$ cat src/rtl/aes_128_stream_ctrl_if.sv
// rtl/aes_128_stream_ctrl_if.sv - block stream bundle (input blocks, output results); AES_STREAM_TAG_EN adds tags
interface aes_128_stream_ctrl_if;
   logic         in_valid;
   logic         in_ready;
   logic [127:0] in_state;
   logic [127:0] in_key;
   logic         out_valid;
   logic         out_ready;
   logic [127:0] out_data;
`ifdef AES_STREAM_TAG_EN
   logic [7:0]   in_tag;
   logic [7:0]   out_tag;

   modport master (
      output in_valid, in_state, in_key, in_tag, out_ready,
      input  in_ready, out_valid, out_data, out_tag
   );
   modport slave (
      input  in_valid, in_state, in_key, in_tag, out_ready,
      output in_ready, out_valid, out_data, out_tag
   );
`else
   modport master (
      output in_valid, in_state, in_key, out_ready,
      input  in_ready, out_valid, out_data
   );
   modport slave (
      input  in_valid, in_state, in_key, out_ready,
      output in_ready, out_valid, out_data
   );
`endif
endinterface

$ cat src/rtl/aes_128_stream_ctrl.sv
// rtl/aes_128_stream_ctrl.sv - valid/ready wrapper with credit-protected result FIFO around a non-stallable aes_128 core
// Optional tag passthrough is enabled by defining AES_STREAM_TAG_EN.
module aes_128_stream_ctrl #(
   parameter int LATENCY = 21,
   parameter int DEPTH   = 32,
   parameter int AW      = 5
) (
   input  logic                 clk,
   input  logic                 rst,
   aes_128_stream_ctrl_if.slave s,
   output logic [127:0]         core_state,
   output logic [127:0]         core_key,
   input  logic [127:0]         core_out,
   output logic                 busy
);
   localparam logic [AW:0] FULL = DEPTH[AW:0];

   logic [AW:0]        used;
   logic [AW:0]        fifo_cnt;
   logic [AW-1:0]      wr_ptr;
   logic [AW-1:0]      rd_ptr;
   logic [LATENCY-1:0] tok;
   logic               acc;
   logic               pop;
   logic               wr_en;
   logic [127:0]       mem [DEPTH];

   assign core_state = s.in_state;
   assign core_key   = s.in_key;

   // Credits cover in-flight plus queued blocks, so a token leaving the core always finds a free slot.
   assign s.in_ready  = (used < FULL);
   assign acc         = s.in_valid & s.in_ready;
   assign s.out_valid = (fifo_cnt != '0);
   assign pop         = s.out_valid & s.out_ready;
   assign wr_en       = tok[LATENCY-1];
   assign busy        = (used != '0);
   assign s.out_data  = s.out_valid ? mem[rd_ptr] : '0;

   always_ff @(posedge clk or posedge rst) begin
      if (rst) begin
         tok <= '0;
      end else begin
         tok <= {tok[LATENCY-2:0], acc};
      end
   end

   always_ff @(posedge clk or posedge rst) begin
      if (rst) begin
         used <= '0;
      end else begin
         used <= used + {{AW{1'b0}}, acc} - {{AW{1'b0}}, pop};
      end
   end

   always_ff @(posedge clk or posedge rst) begin
      if (rst) begin
         wr_ptr   <= '0;
         rd_ptr   <= '0;
         fifo_cnt <= '0;
      end else begin
         if (wr_en) begin
            wr_ptr <= wr_ptr + 1'b1;
         end
         if (pop) begin
            rd_ptr <= rd_ptr + 1'b1;
         end
         fifo_cnt <= fifo_cnt + {{AW{1'b0}}, wr_en} - {{AW{1'b0}}, pop};
      end
   end

   always_ff @(posedge clk) begin
      if (wr_en) begin
         mem[wr_ptr] <= core_out;
      end
   end

`ifdef AES_STREAM_TAG_EN
   logic [7:0] tag_dly [LATENCY];
   logic [7:0] tag_mem [DEPTH];

   assign s.out_tag = s.out_valid ? tag_mem[rd_ptr] : '0;

   // Tag rides alongside the token so it lines up with core_out on the FIFO write.
   always_ff @(posedge clk or posedge rst) begin
      if (rst) begin
         for (int i = 0; i < LATENCY; i++) begin
            tag_dly[i] <= '0;
         end
      end else begin
         tag_dly[0] <= s.in_tag;
         for (int i = 1; i < LATENCY; i++) begin
            tag_dly[i] <= tag_dly[i-1];
         end
      end
   end

   always_ff @(posedge clk) begin
      if (wr_en) begin
         tag_mem[wr_ptr] <= tag_dly[LATENCY-1];
      end
   end
`endif
endmodule

$ cat src/flat_wrapper.sv
// flat-port wrapper written by rule: the top's interface ports become plain ports
module aes_128_stream_ctrl_flat 
#(
   parameter int LATENCY = 21,
   parameter int DEPTH   = 32,
   parameter int AW      = 5
)
  (clk, rst, core_state, core_key, core_out, busy, s_in_valid, s_in_state, s_in_key, s_out_ready, s_in_ready, s_out_valid, s_out_data);
  aes_128_stream_ctrl_if s_i ();
  input  logic clk;
  input  logic rst;
  output logic [127:0] core_state;
  output logic [127:0] core_key;
  input  logic [127:0] core_out;
  output logic busy;
  input wire logic [$bits(s_i.in_valid)-1:0] s_in_valid;
  input wire logic [$bits(s_i.in_state)-1:0] s_in_state;
  input wire logic [$bits(s_i.in_key)-1:0] s_in_key;
  input wire logic [$bits(s_i.out_ready)-1:0] s_out_ready;
  output wire logic [$bits(s_i.in_ready)-1:0] s_in_ready;
  output wire logic [$bits(s_i.out_valid)-1:0] s_out_valid;
  output wire logic [$bits(s_i.out_data)-1:0] s_out_data;
  assign s_i.in_valid = s_in_valid;
  assign s_i.in_state = s_in_state;
  assign s_i.in_key = s_in_key;
  assign s_i.out_ready = s_out_ready;
  assign s_in_ready = s_i.in_ready;
  assign s_out_valid = s_i.out_valid;
  assign s_out_data = s_i.out_data;
  aes_128_stream_ctrl #(.LATENCY(LATENCY), .DEPTH(DEPTH), .AW(AW)) u_core (.clk(clk), .rst(rst), .s(s_i), .core_state(core_state), .core_key(core_key), .core_out(core_out), .busy(busy));
endmodule
$ cat config.mk
export PLATFORM = sky130hd
export DESIGN_NAME = aes_128_stream_ctrl_flat
export DESIGN_NICKNAME = d
export VERILOG_FILES = /design/src/rtl/aes_128_stream_ctrl_if.sv /design/src/rtl/aes_128_stream_ctrl.sv /design/src/flat_wrapper.sv
export SDC_FILE = /design/constraint.sdc
export NUM_CORES = 2
export LEC_CHECK = 0
export BUFFER_PORTS_ARGS = -buffer_cell sky130_fd_sc_hd__buf_4
export CAP_MARGIN = 25
export CORE_MARGIN = 1.5
export CORE_UTILIZATION = 43
export DETAILED_ROUTE_END_ITERATION = 12
export GPL_TIMING_DRIVEN = 0
export SLEW_MARGIN = 10
export SYNTH_ARGS = -nofsm -noshare
export SYNTH_HDL_FRONTEND = slang
export SYNTH_SLANG_ARGS = --single-unit
$ cat constraint.sdc
create_clock -name clk -period 6.8 [get_ports clk]
set_input_delay 1.36 -clock clk [delete_from_list [all_inputs] [get_ports clk]]
set_output_delay 1.36 -clock clk [all_outputs]
set_load 0.005 [all_outputs]
# Word level (Yosys, flattened, before mapping)

Memory sizes are Yosys's and may differ from the RTL's.
Index checks and enable logic that the tools add are counted.

Register bits after elaboration: 43
Bits in latches: 0
RAM bits: 4,096
Memory bits (read-only): 0
Word-level logic and storage cells: 20
Memories: 1

Memory list:

| name       | words | bits a word | read ports | clocked after memory_dff | write ports | line                      | RTL |
|---|---|---|---|---|---|---|---|
| u_core.mem | 32    | 128         | 1          | 0                        | 1           | aes_128_stream_ctrl.sv:26 | `logic [127:0] mem [DEPTH];` |

$add $sub $neg: 6
$mul: 0
Divide/modulo/power cells: 0
$lt $le $gt $ge: 1
Eq/ne operators: 0
Shifts and indexed selects: 0
Mux-type cells: 3
Bitwise logic cells: 2
Reduce and logical (&&, ||, !) cells: 2

Operators with widths:

| operator              | count |
|---|---|
| $mux W128             | 1 |
| $add A6 B1 Y6         | 2 |
| $reduce_bool A6 Y1    | 2 |
| $sub A6 B1 Y6         | 2 |
| $add A5 B1 Y5 const B | 2 |
| $lt A6 B6 Y1 const B  | 1 |
| $and A1 B1 Y1         | 2 |
| $mux W1               | 2 |

# Logic depth before layout (Yosys ltp)

Depth in word-level cells: 4
Gate-level depth with buffers: 15
Depth with buffers taken out: 14

# Least setup slack after synthesis

OpenSTA, ideal clock, no wires.

Path kind: register -> register
Start: register u_core.wr_ptr[2]
End: memory u_core.mem[4][0] (enable)
Arrival time: 6.397 ns
Required time: 6.183 ns
Slack: -0.214 ns
Cell stages (with the launch flop): 4
Clock period less this slack: 7.014 ns
Cells stage by stage: dfrtp_1 clkbuf_1 or3b_2 nor2_1

RTL lines:

| item                   | line                      | RTL |
|---|---|---|
| from (decl)            | aes_128_stream_ctrl.sv:20 | `logic [AW-1:0] wr_ptr;` |
| from (signal assigned) | aes_128_stream_ctrl.sv:63 | `wr_ptr <= wr_ptr + 1'b1;` |
| to (decl)              | aes_128_stream_ctrl.sv:26 |  |

No word-level cell before the write port.

# Worst setup path in the final report

Start: register u_core.rd_ptr[3]
End: output port s_out_data[121]

Word-level cells in the longest chain between the ends: 2

RTL lines:

| item                   | line                      | RTL |
|---|---|---|
| from (decl)            | aes_128_stream_ctrl.sv:21 | `logic [AW-1:0] rd_ptr;` |
| from (signal assigned) | aes_128_stream_ctrl.sv:66 | `rd_ptr <= rd_ptr + 1'b1;` |
| $mem_v2 Z32 W128       | n/a                       |  |
| $mux W128              | aes_128_stream_ctrl.sv:38 | `assign s.out_data = s.out_valid ? mem[rd_ptr] : '0;` |
| to (decl)              | flat_wrapper.sv:22        | `output wire logic [$bits(s_i.out_data)-1:0] s_out_data;` |

No other way between the ends.

==> impl_metrics.ini <==
[clock_network]
clk_root_buffer_cell = clkbuf_16
max-clock-path-buffers = 4
clkTransAtPathRegs_ps = 60
cts_tree = yes
cts_setup_buffers = 0
cts.sinks = 4139
cts-htree-levels = 5
worstSkewPairLatency_ps = 970
cts_buffers = 426

[setup_path]
slowest_delay_ps = 780
crit_required_ps = 5440
endpoint_kind = output port
cp_max_fo = 10
crit_path_top_delay_cell = a32oi_1
critPathBufInv = 5
crit_family = buffers and inverters
path_class = reg -> out
crit_chain = inv_1 > clkbuf_2 > clkbuf_2 > nor2_4 > clkbuf_1 > nand2_1 > a32oi_1 > buf_4
setup.worst_path.start_class = flop
crit_arrival_ps = 5370
path_common_cell = clkbuf_2

[synth]
avgSynthCellArea_um2 = 21.34
synth_warnings = 0
ys_seq_area_frac = 0.7757
synthFlopType = edfxtp_1
synth_area_leaders = edfxtp_1 (77%), mux4_2 (9.9%), mux2i_1 (3.8%), buf_4 (1.4%), mux2_2 (1.2%)
synth-edff-count = 4096
synthArstFlopShare = 0.01039
synth_area_um2 = 159900
synth_cell_type_count = 47
ys_seq_elements = 4139
synth_top_area_frac = 0.7690
yosysTopAreaCell = edfxtp_1
synth_cells = 7495
syn_nets = 7906

[timing]
relSlewSlack = 0.2356
period_needed_ps = 6731
setup_viol = 0
worst_slew_pin_slew_ps = 1147
holdWs_ps = 327.0
post-route-period-util = 0.9898
slew_viol_final = 0
worst_clock_skew_ps = 30.31
hold_viol = 0
fmax_mhz = 148.6
rsz0062_at_grt = false

[placement]
place.gp.congestion = 0.7786
dpl.hpwl_mm = 310.1
io_buffers = 518

[power]
intPower_uw = 51800
pwr-share-seq = 0.382
power_frac_clock = 0.296
p_sw_frac = 0.3229
p_leak_uw = 0.06212
comb_power_share = 0.322
powerDensity_nw_per_um2 = 403.9
p_total_uw = 76500
ir_drop_mv = 0.2616
p_switching_uw = 24700

[route]
wl_mm = 448.4
drt_iter0_markers = 8471
drtAntennaViolNets = 0
wl_per_cell_um = 31.90
vias = 81420
drt_pass1_iterations = 7
drc = 0
viasPerCell = 5.793

[floorplan]
initial_utilization = 0.4326
die_w_um = 612.9
die_h_um = 612.9
core-area_um2 = 369700
io_pins = 775
die_area_um2 = 375600
row_count = 223

[cells_and_area]
fillers = 28960
final_cell_mix = edfxtp_1 (4096), buf_4 (832), mux4_2 (704)
finalNetCount = 9140
mostFrequentLayoutCell = edfxtp_1
drive_gt1_frac = 0.3014
area_delta_synth_final_pct = 18.41

[global_route]
grt_start_max_net_pins = 34
grt-ovfl-total = 0
grt_pass1_vias = 82920
grt_usage = 0.2348
antenna_found_initial = 47
grt_pass1_wl_mm = 622.5

[worst_hold_path]
hold_path.class = in -> async

[run_status]
status = completed

[job]
maxCapViolCount = 0
==> power by group through the flow <==
stage	sequential [uW]	combinational [uW]	clock (uW)
after floorplan	29800	13400	0
after global placement	30100	23800	0
after detailed placement	29700	24900	0
after CTS	29200	25000	23000
after global routing	29200	25900	23900
final	29200	24700	22600
==> cells in the mapped netlist, types with 2 or more instances <==
cell       number
mux2i_1       605
clkbuf_1      234
a221oi_1      154
nor2_1         43
xor2_1          4
nand3b_1        3
and2_1        101
buf_6          21
a32oi_1        27
fa_1            2
mux2_2        165
or3_1           2
buf_2          91
a22oi_1        27
a21o_1          5
or2_2           2
mux4_2        704
o221ai_1      100
a311oi_1        2
a2111oi_0      66
nor2b_1         6
or3b_2          2
nand2_1       143
dfrtp_1        43
buf_1          36
xnor2_1         9
o311a_1        35
o211ai_1       62
nand3_1         3
a211oi_1       65
o22ai_1        65
nand4_1         4
edfxtp_1     4096
a21oi_1       104
inv_1          29
buf_4         308
o21ai_0        97
ha_1           21
==> through the flow <==
stage,cells,util,TNS (ps),area [um^2],worst slack (ps)
floorplan,7495,-,-284860,160000,-213.6
global placement,12960,0.4599,-,170000,-8246
detailed placement,13250,0.4754,0,175800,751.4
CTS,14030,0.5121,0,189300,4.565
global route,14050,0.5122,0,189400,37.99
finish,14050,0.5123,0,189400,69.29
==> repair_timing <==
action	4_1_cts	5_1_grt
hold buffers	0	0
endpoints found under the setup margin	16	2
resized for setup	9	4
==> registers in the layout (all words and copies together) (netlist names) <==
signal and count:
u_core.fifo_cnt 6, u_core.mem 4096, u_core.rd_ptr 5, u_core.tok 21, u_core.used 6, u_core.wr_ptr 5
==> logic make-up after synthesis <==
| kind of cell | synth area share |
|---|---|
| adders and majority gates | 0.001893 |
| and+or+nand+nor | 0.009395 |
| buffers and inverters | 0.02585 |
| AOI/OAI and AO/OA | 0.03782 |
| muxes | 0.1486 |
| DFF | 0.7757 |
| xor gates and xnor gates | 0.0007119 |
==> per-layer routing <==
layer	wire (um)	GRT usage	share of wire
met5	144	0	0.00032
met4	17540	0.08646	0.039
met3	31680	0.04053	0.071
met2	225900	0.4029	0.50
met1	173100	0.2997	0.39
==> final timing paths <==
kind                                    start            endpoint  slack [ps]  cells after the start
max                          u_core.rd_ptr[3]     s_out_data[121]          70                      8
min                                       rst      u_core.used[2]         330                      2
max reg2reg                u_core.fifo_cnt[4]  u_core.fifo_cnt[5]        2970                     14
min reg2reg                    u_core.tok[16]      u_core.tok[17]         350                      0
max in group asynchronous                 rst    u_core.rd_ptr[1]        5970                      3
min in group clk               u_core.tok[16]      u_core.tok[17]         350                      0
==> area by class of cell <==
cell class,instances,area (um^2),share of cell area
diodes,25,62.56,0.0003303
plain buffers,691,4064,0.02146
clock buffers,523,11140,0.05882
clock inverters,255,2379,0.01256
inverters,29,108.9,0.0005747
multi-input cells,2636,32070,0.1693
flip-flops and latches,4139,124100,0.6551
well taps,4950,6193,0.03270
repair buffers,806,9306,0.04914
(Power assumes the default switching activity.)
